**config.mk**
```make
export PLATFORM = sky130hd
export DESIGN_NAME = reg_file_access_scheduler_flat
export DESIGN_NICKNAME = d
export VERILOG_FILES = /design/src/rtl/reg_file_access_scheduler_pkg.sv /design/src/rtl/reg_file_access_scheduler_if.sv /design/src/rtl/reg_file_access_scheduler_scoreboard.sv /design/src/rtl/reg_file_access_scheduler.sv /design/src/flat_wrapper.sv
export SDC_FILE = /design/constraint.sdc
export NUM_CORES = 1
export LEC_CHECK = 0
export CAP_MARGIN = 40
export CORE_UTILIZATION = 46
export CTS_CLUSTER_DIAMETER = 50
export DETAILED_ROUTE_END_ITERATION = 8
export PLACE_DENSITY = 0.85
export SYNTH_ARGS = -nofsm -noshare
export SYNTH_HDL_FRONTEND = slang
export SYNTH_HIERARCHICAL = 1
export SYNTH_SLANG_ARGS = --single-unit
```
**constraint.sdc**
```tcl
create_clock -name clk -period 5.35 [get_ports clk]
set_input_delay 0.8025 -clock clk [delete_from_list [all_inputs] [get_ports clk]]
set_output_delay 0.8025 -clock clk [all_outputs]
set_load 0.05 [all_outputs]
```
**src/rtl/reg_file_access_scheduler_pkg.sv**
```systemverilog
// Shared constants and requester-select encoding for the register-file access scheduler.
package reg_file_access_scheduler_pkg;

    localparam int          DATA_WIDTH = 16;
    localparam int          ADDR_WIDTH = 4;
    localparam int          OPCODE_W   = 16;
    localparam logic [7:0]  READ_OP    = 8'h22;
    localparam logic [7:0]  WRITE_OP   = 8'h92;
    localparam logic [15:0] NOP_OPCODE = 16'h0000;
    localparam logic [3:0]  ALU_NIBBLE = 4'b0001;

    typedef enum logic [2:0] {
        SEL_NONE,
        SEL_RES,
        SEL_LD,
        SEL_ALU,
        SEL_DBG
    } sel_e;

endpackage

```
**src/rtl/reg_file_access_scheduler_if.sv**
```systemverilog
// Requester-side bundle: four valid/ready handshakes plus the operand and debug responses.
interface reg_file_access_scheduler_if #(
    parameter int DATA_WIDTH = reg_file_access_scheduler_pkg::DATA_WIDTH,
    parameter int ADDR_WIDTH = reg_file_access_scheduler_pkg::ADDR_WIDTH
);
    logic                  alu_rd_valid;
    logic                  alu_rd_ready;
    logic [15:0]           alu_opcode;
    logic [ADDR_WIDTH-1:0] alu_src1;
    logic [ADDR_WIDTH-1:0] alu_src2;
    logic [ADDR_WIDTH-1:0] alu_dst;
    logic [DATA_WIDTH-1:0] alu_operand_a;
    logic [DATA_WIDTH-1:0] alu_operand_b;
    logic                  alu_operand_valid;

    logic                  res_valid;
    logic                  res_ready;
    logic [ADDR_WIDTH-1:0] res_addr;
    logic [DATA_WIDTH-1:0] res_data;

    logic                  ld_valid;
    logic                  ld_ready;
    logic [ADDR_WIDTH-1:0] ld_addr;
    logic [DATA_WIDTH-1:0] ld_data;

    logic                  dbg_valid;
    logic                  dbg_ready;
    logic [ADDR_WIDTH-1:0] dbg_addr;
    logic [DATA_WIDTH-1:0] dbg_data;
    logic                  dbg_data_valid;

    modport master (
        output alu_rd_valid, alu_opcode, alu_src1, alu_src2, alu_dst,
        output res_valid, res_addr, res_data,
        output ld_valid, ld_addr, ld_data,
        output dbg_valid, dbg_addr,
        input  alu_rd_ready, res_ready, ld_ready, dbg_ready,
        input  alu_operand_a, alu_operand_b, alu_operand_valid,
        input  dbg_data, dbg_data_valid
    );

    modport slave (
        input  alu_rd_valid, alu_opcode, alu_src1, alu_src2, alu_dst,
        input  res_valid, res_addr, res_data,
        input  ld_valid, ld_addr, ld_data,
        input  dbg_valid, dbg_addr,
        output alu_rd_ready, res_ready, ld_ready, dbg_ready,
        output alu_operand_a, alu_operand_b, alu_operand_valid,
        output dbg_data, dbg_data_valid
    );

endinterface

```
**src/rtl/reg_file_access_scheduler_scoreboard.sv**
```systemverilog
// Pending-write scoreboard: one bit per register between ALU issue and result writeback.
module reg_scoreboard #(
    parameter int ADDR_WIDTH = reg_file_access_scheduler_pkg::ADDR_WIDTH
) (
    input  logic                     clk,
    input  logic                     reset,
    input  logic                     set_en,
    input  logic [ADDR_WIDTH-1:0]    set_addr,
    input  logic                     clr_en,
    input  logic [ADDR_WIDTH-1:0]    clr_addr,
    input  logic [ADDR_WIDTH-1:0]    lookup_a,
    input  logic [ADDR_WIDTH-1:0]    lookup_b,
    input  logic [ADDR_WIDTH-1:0]    lookup_c,
    output logic                     hit_a,
    output logic                     hit_b,
    output logic                     hit_c,
    output logic [2**ADDR_WIDTH-1:0] pending_mask,
    output logic                     err_unexpected_result
);

    assign hit_a = pending_mask[lookup_a];
    assign hit_b = pending_mask[lookup_b];
    assign hit_c = pending_mask[lookup_c];

    // A result for a register nobody issued is still written, but flagged permanently.
    always_ff @(posedge clk) begin
        if (reset) begin
            pending_mask          <= '0;
            err_unexpected_result <= 1'b0;
        end else begin
            if (set_en)
                pending_mask[set_addr] <= 1'b1;
            if (clr_en) begin
                pending_mask[clr_addr] <= 1'b0;
                if (!pending_mask[clr_addr])
                    err_unexpected_result <= 1'b1;
            end
        end
    end

endmodule

```
**src/rtl/reg_file_access_scheduler.sv**
```systemverilog
// Single-port arbiter in front of the register file: one grant per cycle, registered RF bus,
// read data captured at the end of the bus cycle and returned one cycle later.
module reg_file_access_scheduler #(
    parameter int         DATA_WIDTH   = reg_file_access_scheduler_pkg::DATA_WIDTH,
    parameter int         ADDR_WIDTH   = reg_file_access_scheduler_pkg::ADDR_WIDTH,
    parameter int         STARVE_LIMIT = 8,
    parameter logic [7:0] READ_OP      = reg_file_access_scheduler_pkg::READ_OP,
    parameter logic [7:0] WRITE_OP     = reg_file_access_scheduler_pkg::WRITE_OP
) (
    input  logic                     clk,
    input  logic                     reset,
    reg_file_access_scheduler_if.slave req,
    output logic [15:0]              rf_opcode,
    output logic [ADDR_WIDTH-1:0]    rf_addr_1,
    output logic [ADDR_WIDTH-1:0]    rf_addr_2,
    output logic [ADDR_WIDTH-1:0]    rf_addr_3,
    output logic [DATA_WIDTH-1:0]    rf_write_data,
    output logic                     rf_write_enable,
    input  logic [DATA_WIDTH-1:0]    rf_read_data_1,
    input  logic [DATA_WIDTH-1:0]    rf_read_data_2,
    input  logic [DATA_WIDTH-1:0]    rf_read_data_reg,
    output logic [2**ADDR_WIDTH-1:0] pending_mask,
    output logic                     err_unexpected_result
);
    import reg_file_access_scheduler_pkg::*;

    localparam int WAIT_W = $clog2(STARVE_LIMIT + 1);

    sel_e                  sel;
    logic [WAIT_W-1:0]     dbg_wait;
    logic                  starved;
    logic                  hit_1, hit_2, hit_3;
    logic                  alu_hazard, ld_hazard;
    logic                  alu_vld_p1, dbg_vld_p1;
    logic                  alu_vld_p2, dbg_vld_p2;
    logic [DATA_WIDTH-1:0] rd_a_p2, rd_b_p2, rd_reg_p2;

    reg_scoreboard #(.ADDR_WIDTH(ADDR_WIDTH)) u_scoreboard (
        .clk                   (clk),
        .reset                 (reset),
        .set_en                (sel == SEL_ALU),
        .set_addr              (req.alu_dst),
        .clr_en                (sel == SEL_RES),
        .clr_addr              (req.res_addr),
        .lookup_a              (req.alu_src1),
        .lookup_b              (req.alu_src2),
        .lookup_c              (req.alu_dst),
        .hit_a                 (hit_1),
        .hit_b                 (hit_2),
        .hit_c                 (hit_3),
        .pending_mask          (pending_mask),
        .err_unexpected_result (err_unexpected_result)
    );

    assign alu_hazard = hit_1 | hit_2 | hit_3;
    assign ld_hazard  = pending_mask[req.ld_addr];
    assign starved    = dbg_wait >= WAIT_W'(STARVE_LIMIT);

    // Blocked requesters fall through so they never stall lower priorities.
    always_comb begin
        sel = SEL_NONE;
        if (!reset) begin
            if (req.dbg_valid && starved)               sel = SEL_DBG;
            else if (req.res_valid)                     sel = SEL_RES;
            else if (req.ld_valid && !ld_hazard)        sel = SEL_LD;
            else if (req.alu_rd_valid && !alu_hazard)   sel = SEL_ALU;
            else if (req.dbg_valid)                     sel = SEL_DBG;
        end
    end

    assign req.res_ready    = (sel == SEL_RES);
    assign req.ld_ready     = (sel == SEL_LD);
    assign req.alu_rd_ready = (sel == SEL_ALU);
    assign req.dbg_ready    = (sel == SEL_DBG);

    always_ff @(posedge clk) begin
        if (reset || !req.dbg_valid || sel == SEL_DBG)
            dbg_wait <= '0;
        else if (!starved)
            dbg_wait <= dbg_wait + 1'b1;
    end

    // p1: register-file bus, driven for the cycle after the grant edge
    always_ff @(posedge clk) begin
        rf_opcode       <= NOP_OPCODE;
        rf_addr_1       <= '0;
        rf_addr_2       <= '0;
        rf_addr_3       <= '0;
        rf_write_data   <= '0;
        rf_write_enable <= 1'b0;
        alu_vld_p1      <= 1'b0;
        dbg_vld_p1      <= 1'b0;
        if (!reset) begin
            unique case (sel)
                SEL_ALU: begin
                    rf_opcode  <= req.alu_opcode;
                    rf_addr_1  <= req.alu_src1;
                    rf_addr_2  <= req.alu_src2;
                    rf_addr_3  <= req.alu_dst;
                    alu_vld_p1 <= 1'b1;
                end
                SEL_RES: begin
                    rf_opcode       <= {WRITE_OP, 8'h00};
                    rf_addr_3       <= req.res_addr;
                    rf_write_data   <= req.res_data;
                    rf_write_enable <= 1'b1;
                end
                SEL_LD: begin
                    rf_opcode       <= {WRITE_OP, 8'h00};
                    rf_addr_3       <= req.ld_addr;
                    rf_write_data   <= req.ld_data;
                    rf_write_enable <= 1'b1;
                end
                SEL_DBG: begin
                    rf_opcode  <= {READ_OP, 8'h00};
                    rf_addr_3  <= req.dbg_addr;
                    dbg_vld_p1 <= 1'b1;
                end
                default: ;
            endcase
        end
    end

    // p2: read data sampled at the end of the bus cycle
    always_ff @(posedge clk) begin
        if (reset) begin
            alu_vld_p2 <= 1'b0;
            dbg_vld_p2 <= 1'b0;
        end else begin
            alu_vld_p2 <= alu_vld_p1;
            dbg_vld_p2 <= dbg_vld_p1;
        end
        rd_a_p2   <= rf_read_data_1;
        rd_b_p2   <= rf_read_data_2;
        rd_reg_p2 <= rf_read_data_reg;
    end

    // response outputs: single-cycle pulses, data held until the next response
    always_ff @(posedge clk) begin
        if (reset) begin
            req.alu_operand_valid <= 1'b0;
            req.alu_operand_a     <= '0;
            req.alu_operand_b     <= '0;
            req.dbg_data_valid    <= 1'b0;
            req.dbg_data          <= '0;
        end else begin
            req.alu_operand_valid <= alu_vld_p2;
            req.dbg_data_valid    <= dbg_vld_p2;
            if (alu_vld_p2) begin
                req.alu_operand_a <= rd_a_p2;
                req.alu_operand_b <= rd_b_p2;
            end
            if (dbg_vld_p2)
                req.dbg_data <= rd_reg_p2;
        end
    end

endmodule

```
**src/flat_wrapper.sv**
```systemverilog
// flat-port wrapper written by rule: the top's interface ports become plain ports
module reg_file_access_scheduler_flat import reg_file_access_scheduler_pkg::*;
#(
    parameter int         DATA_WIDTH   = reg_file_access_scheduler_pkg::DATA_WIDTH,
    parameter int         ADDR_WIDTH   = reg_file_access_scheduler_pkg::ADDR_WIDTH,
    parameter int         STARVE_LIMIT = 8,
    parameter logic [7:0] READ_OP      = reg_file_access_scheduler_pkg::READ_OP,
    parameter logic [7:0] WRITE_OP     = reg_file_access_scheduler_pkg::WRITE_OP
)
  (clk, reset, rf_opcode, rf_addr_1, rf_addr_2, rf_addr_3, rf_write_data, rf_write_enable, rf_read_data_1, rf_read_data_2, rf_read_data_reg, pending_mask, err_unexpected_result, req_alu_rd_valid, req_alu_opcode, req_alu_src1, req_alu_src2, req_alu_dst, req_res_valid, req_res_addr, req_res_data, req_ld_valid, req_ld_addr, req_ld_data, req_dbg_valid, req_dbg_addr, req_alu_rd_ready, req_res_ready, req_ld_ready, req_dbg_ready, req_alu_operand_a, req_alu_operand_b, req_alu_operand_valid, req_dbg_data, req_dbg_data_valid);
  reg_file_access_scheduler_if #(.DATA_WIDTH(DATA_WIDTH), .ADDR_WIDTH(ADDR_WIDTH)) req_i ();
  input  logic clk;
  input  logic reset;
  output logic [15:0] rf_opcode;
  output logic [ADDR_WIDTH-1:0] rf_addr_1;
  output logic [ADDR_WIDTH-1:0] rf_addr_2;
  output logic [ADDR_WIDTH-1:0] rf_addr_3;
  output logic [DATA_WIDTH-1:0] rf_write_data;
  output logic rf_write_enable;
  input  logic [DATA_WIDTH-1:0] rf_read_data_1;
  input  logic [DATA_WIDTH-1:0] rf_read_data_2;
  input  logic [DATA_WIDTH-1:0] rf_read_data_reg;
  output logic [2**ADDR_WIDTH-1:0] pending_mask;
  output logic err_unexpected_result;
  input wire logic [$bits(req_i.alu_rd_valid)-1:0] req_alu_rd_valid;
  input wire logic [$bits(req_i.alu_opcode)-1:0] req_alu_opcode;
  input wire logic [$bits(req_i.alu_src1)-1:0] req_alu_src1;
  input wire logic [$bits(req_i.alu_src2)-1:0] req_alu_src2;
  input wire logic [$bits(req_i.alu_dst)-1:0] req_alu_dst;
  input wire logic [$bits(req_i.res_valid)-1:0] req_res_valid;
  input wire logic [$bits(req_i.res_addr)-1:0] req_res_addr;
  input wire logic [$bits(req_i.res_data)-1:0] req_res_data;
  input wire logic [$bits(req_i.ld_valid)-1:0] req_ld_valid;
  input wire logic [$bits(req_i.ld_addr)-1:0] req_ld_addr;
  input wire logic [$bits(req_i.ld_data)-1:0] req_ld_data;
  input wire logic [$bits(req_i.dbg_valid)-1:0] req_dbg_valid;
  input wire logic [$bits(req_i.dbg_addr)-1:0] req_dbg_addr;
  output wire logic [$bits(req_i.alu_rd_ready)-1:0] req_alu_rd_ready;
  output wire logic [$bits(req_i.res_ready)-1:0] req_res_ready;
  output wire logic [$bits(req_i.ld_ready)-1:0] req_ld_ready;
  output wire logic [$bits(req_i.dbg_ready)-1:0] req_dbg_ready;
  output wire logic [$bits(req_i.alu_operand_a)-1:0] req_alu_operand_a;
  output wire logic [$bits(req_i.alu_operand_b)-1:0] req_alu_operand_b;
  output wire logic [$bits(req_i.alu_operand_valid)-1:0] req_alu_operand_valid;
  output wire logic [$bits(req_i.dbg_data)-1:0] req_dbg_data;
  output wire logic [$bits(req_i.dbg_data_valid)-1:0] req_dbg_data_valid;
  assign req_i.alu_rd_valid = req_alu_rd_valid;
  assign req_i.alu_opcode = req_alu_opcode;
  assign req_i.alu_src1 = req_alu_src1;
  assign req_i.alu_src2 = req_alu_src2;
  assign req_i.alu_dst = req_alu_dst;
  assign req_i.res_valid = req_res_valid;
  assign req_i.res_addr = req_res_addr;
  assign req_i.res_data = req_res_data;
  assign req_i.ld_valid = req_ld_valid;
  assign req_i.ld_addr = req_ld_addr;
  assign req_i.ld_data = req_ld_data;
  assign req_i.dbg_valid = req_dbg_valid;
  assign req_i.dbg_addr = req_dbg_addr;
  assign req_alu_rd_ready = req_i.alu_rd_ready;
  assign req_res_ready = req_i.res_ready;
  assign req_ld_ready = req_i.ld_ready;
  assign req_dbg_ready = req_i.dbg_ready;
  assign req_alu_operand_a = req_i.alu_operand_a;
  assign req_alu_operand_b = req_i.alu_operand_b;
  assign req_alu_operand_valid = req_i.alu_operand_valid;
  assign req_dbg_data = req_i.dbg_data;
  assign req_dbg_data_valid = req_i.dbg_data_valid;
  reg_file_access_scheduler #(.DATA_WIDTH(DATA_WIDTH), .ADDR_WIDTH(ADDR_WIDTH), .STARVE_LIMIT(STARVE_LIMIT), .READ_OP(READ_OP), .WRITE_OP(WRITE_OP)) u_core (.clk(clk), .reset(reset), .req(req_i), .rf_opcode(rf_opcode), .rf_addr_1(rf_addr_1), .rf_addr_2(rf_addr_2), .rf_addr_3(rf_addr_3), .rf_write_data(rf_write_data), .rf_write_enable(rf_write_enable), .rf_read_data_1(rf_read_data_1), .rf_read_data_2(rf_read_data_2), .rf_read_data_reg(rf_read_data_reg), .pending_mask(pending_mask), .err_unexpected_result(err_unexpected_result));
endmodule
```
==> impl_metrics.tcl <==
set metrics [dict create \
    synth-seq-cells 168 \
    max_freq_mhz 200 \
    synth-edff-count 0 \
    synth_compound_area_share_pct 9.68 \
    worst_skew_pair.late_latency_ns 0.43 \
    synth_largest_type_area_fraction_pct 58.1 \
    asyncSetResetFlopFracSynth_pct 0 \
    run_status "finished, final reports clean" \
    placedInstanceArea_sq_um 8400 \
    synth-seq-area-share_pct 58.1 \
    period_share_pct 93.2 \
    crit_family "buffers and inverters" \
    final_hold_viol_count 0 \
    crit_path_max_fanout 9 \
    post-route-drc-count 0 \
    rsz0062_at_grt "no" \
    p_sw_mw 0.684 \
    critical-path-slowest-cell "sky130_fd_sc_hd__clkdlybuf4s50_1" \
    grt_first_pass_wirelength_um 24900 \
    fin_setup_tns_ns 0 \
    detailedRoute.firstIterationViolations 441 \
    yosysTopAreaCell "sky130_fd_sc_hd__dfxtp_1" \
    diodes 0 \
    grtUsageTotal_pct 25.5 \
    holdBufCountCts 0 \
    yosys_warnings 6 \
    synthXorXnorAreaFrac_pct 0.151 \
    grt-ovfl-total 0 \
    floorplan.initialDensity_pct 47.6 \
    htree_num_levels 4 \
    power_switching_share_pct 23.4 \
    synth_flop_cell "sky130_fd_sc_hd__dfxtp_1" \
    power.leakage_nw 3.51 \
    worst_setup_path_category "primary input to output port" \
    min-delay-path-class "flop to flop" \
    combinational_family_with_the_most_area_after_synthesis "multiplexers" \
    critPathMostFrequentCell "sky130_fd_sc_hd__clkdlybuf4s50_1" \
    vdd_drop_max_v 0.000235 \
    power_density_nw_per_um2 323 \
    number_of_global_route_vias_before_repair 4889 \
    fin_worst_skew_ns 0.00802 \
    synth.area.top_cells "sky130_fd_sc_hd__dfxtp_1 (58%), sky130_fd_sc_hd__mux2i_1 (9.0%), sky130_fd_sc_hd__mux4_1 (5.4%)" \
    clock_tree_from_tritoncts "built" \
    drt.antenna.violating_nets 0 \
    timing.max_cap.violations 0 \
    dieHeight_um 114 \
    path_cells "clkdlybuf4s50_1, mux4_1, mux4_2, nor4b_1, buf_4, nor2_1, a31o_1, clkdlybuf4s50_1" \
    final_area_sq_um 9040 \
    synthesis.nets 613 \
    cts.root.buffer_cell "sky130_fd_sc_hd__clkbuf_16" \
    slew_headroom_pct 46.6 \
    critical_path_data_arrival_time_ns 4.19 \
    number_of_library_cell_types_mapped_by_synthesis 40 \
    synthesis.instances 485 \
    core_sq_um 12200 \
    synth_mux_area_share_pct 17.9 \
    worstPathRequired_ns 4.55 \
    max_slew_violations 0 \
    cts-resized-gates 0 \
    synth_adder_area_share_pct 0.432 \
    area.growth.synth_to_final_pct 56.0 \
    synth.most_common_cell "sky130_fd_sc_hd__dfxtp_1" \
    power_frac_seq_pct 44.8 \
    fp.dieArea_sq_um 13000 \
    drt-wirelength-per-cell_um 18.2 \
    report.final.setup_viol 0 \
    finalWeightedCongestion 0.915 \
    startpoint_type "primary input" \
    synth_simple_gate_area_share_pct 11.1 \
    route.vias.total 4800 \
    placementRows 40 \
    antenna_found_initial 0 \
    clk_transition_reported_paths_ns 0.06 \
    critPathBufInv 3 \
    postSynthAreaPerCell_sq_um 11.9 \
    nets 851 \
    cts_post_setup_buffers_inserted 0 \
    placement.io_buffers 241 \
    floorplan.io_pins 242 \
    worstMarginPinSlew_ns 0.801 \
    drive_gt1_share_pct 7.74 \
    clk_path_buf_depth 2 \
    wl_um 16500 \
    critical-path-max-stage-delay_ns 0.71 \
    vias_per_cell 5.31 \
    ys_top_cells_by_count "sky130_fd_sc_hd__dfxtp_1 (168), sky130_fd_sc_hd__nor2_1 (56), sky130_fd_sc_hd__mux2i_1 (52)" \
    crit_path_end_kind "output port" \
    chip_width_um 114 \
    pin_count_of_the_biggest_net_entering_global_routing 77 \
    fin_crit_ns 4.99 \
    total_power_mw 2.92 \
    tritoncts.num_buffers 17 \
    power.share.clock_pct 44.3 \
    drt_pre_antenna_iters 5 \
    hpwlAfterDp_um 11500 \
    tritoncts_num_sinks 168 \
    power_frac_comb_pct 10.9 \
    post_synth_instance_area_sq_um 5790 \
    p_int_mw 2.24 \
]
[metal layers]
layer	track usage, %	part of all wire [%]
met5	0	0
met4	12.0	3.3
met3	7.20	8.5
met2	44.6	51
met1	28.6	38
[cells by family after synthesis]
logic type	after synthesis
buffers and inverters	39
muxes	73
and+or+nand+nor	126
xor gates and xnor gates	1
adders and majority gates	2
AOI/OAI and AO/OA	76
DFF	168
[registers in the layout, summed over array words and instances, names as in the netlist]
name,flops
u_core/rd_a_p2,16
u_core/rd_b_p2,16
u_core/rd_reg_p2,16
u_core/req.alu_operand_a,16
u_core/req.alu_operand_b,16
u_core/req.dbg_data,16
u_core/rf_opcode,16
u_core/rf_write_data,16
u_core/u_scoreboard/pending_mask,16
u_core/dbg_wait,4
u_core/rf_addr_1,4
u_core/rf_addr_2,4
u_core/rf_addr_3,4
u_core/alu_vld_p1,1
u_core/alu_vld_p2,1
u_core/dbg_vld_p1,1
u_core/dbg_vld_p2,1
u_core/req.alu_operand_valid,1
u_core/req.dbg_data_valid,1
u_core/rf_write_enable,1
u_core/u_scoreboard/err_unexpected_result,1
[placed cells by master, fill, tap and decap left out, drive strengths merged, types with 2 or more instances in the layout]
| cell type | n |
|---|---|
| a22o | 17 |
| o211ai | 3 |
| nand3 | 9 |
| nor3b | 3 |
| clkinv | 2 |
| mux2i | 52 |
| mux4 | 21 |
| clkinvlp | 2 |
| ha | 2 |
| clkbuf | 21 |
| nand3b | 2 |
| buf | 10 |
| a31oi | 4 |
| a311oi | 5 |
| a211o | 2 |
| dfxtp | 168 |
| a21oi | 20 |
| nand2 | 7 |
| bufinv | 3 |
| and3 | 22 |
| a211oi | 15 |
| and2 | 8 |
| clkdlybuf4s50 | 239 |
| nor2 | 56 |
| a21o | 3 |
| and3b | 3 |
| a31o | 2 |
| nor2b | 11 |
| inv | 13 |
[metrics by stage]
stage          worst slack (ns)  util, %  std cells  hold WS (ns)
2_1_floorplan              1.33        -        485         0.414
3_3_place_gp              0.382     68.7        870         0.417
3_5_place_dp              0.347     69.1        872         0.424
4_1_cts                   0.331     74.3        904         0.440
5_1_grt                   0.249     74.3        904         0.451
6_report                  0.362     74.3        904         0.434
[layout make-up]
cell class / count / area, sq um
Sequential cell: 168 / 3360
Fill cell: 798 / 3120
Timing Repair Buffer: 249 / 2510
Multi-Input combinational cell: 278 / 2280
Clock buffer: 21 / 480
Tap cell: 168 / 210
Clock inverter: 11 / 156
Inverter: 9 / 33.8
[power by group through the flow]
stage / Combinational (mW) / Clock [mW] / Sequential (mW)
after floorplan: 0.0744 / 0 / 1.41
after global placement: 0.306 / 0 / 1.34
after detailed placement: 0.315 / 0 / 1.34
after CTS: 0.317 / 1.32 / 1.31
after global routing: 0.333 / 1.38 / 1.31
final: 0.318 / 1.29 / 1.31
[final timing paths]
check                                                    startpoint                                   end  slack (ns)  cells after the start
worst max-delay path                                 req_alu_dst[0]                         req_dbg_ready        0.36                      8
worst max register to register  u_core/u_scoreboard/pending_mask[9]  u_core/u_scoreboard/pending_mask[12]        1.78                      9
worst min register to register                    u_core/dbg_vld_p1                     u_core/dbg_vld_p2        0.43                      1
worst min-delay path                              u_core/dbg_vld_p1                     u_core/dbg_vld_p2        0.43                      1
No activity file was read; power rests on OpenSTA's default activity.
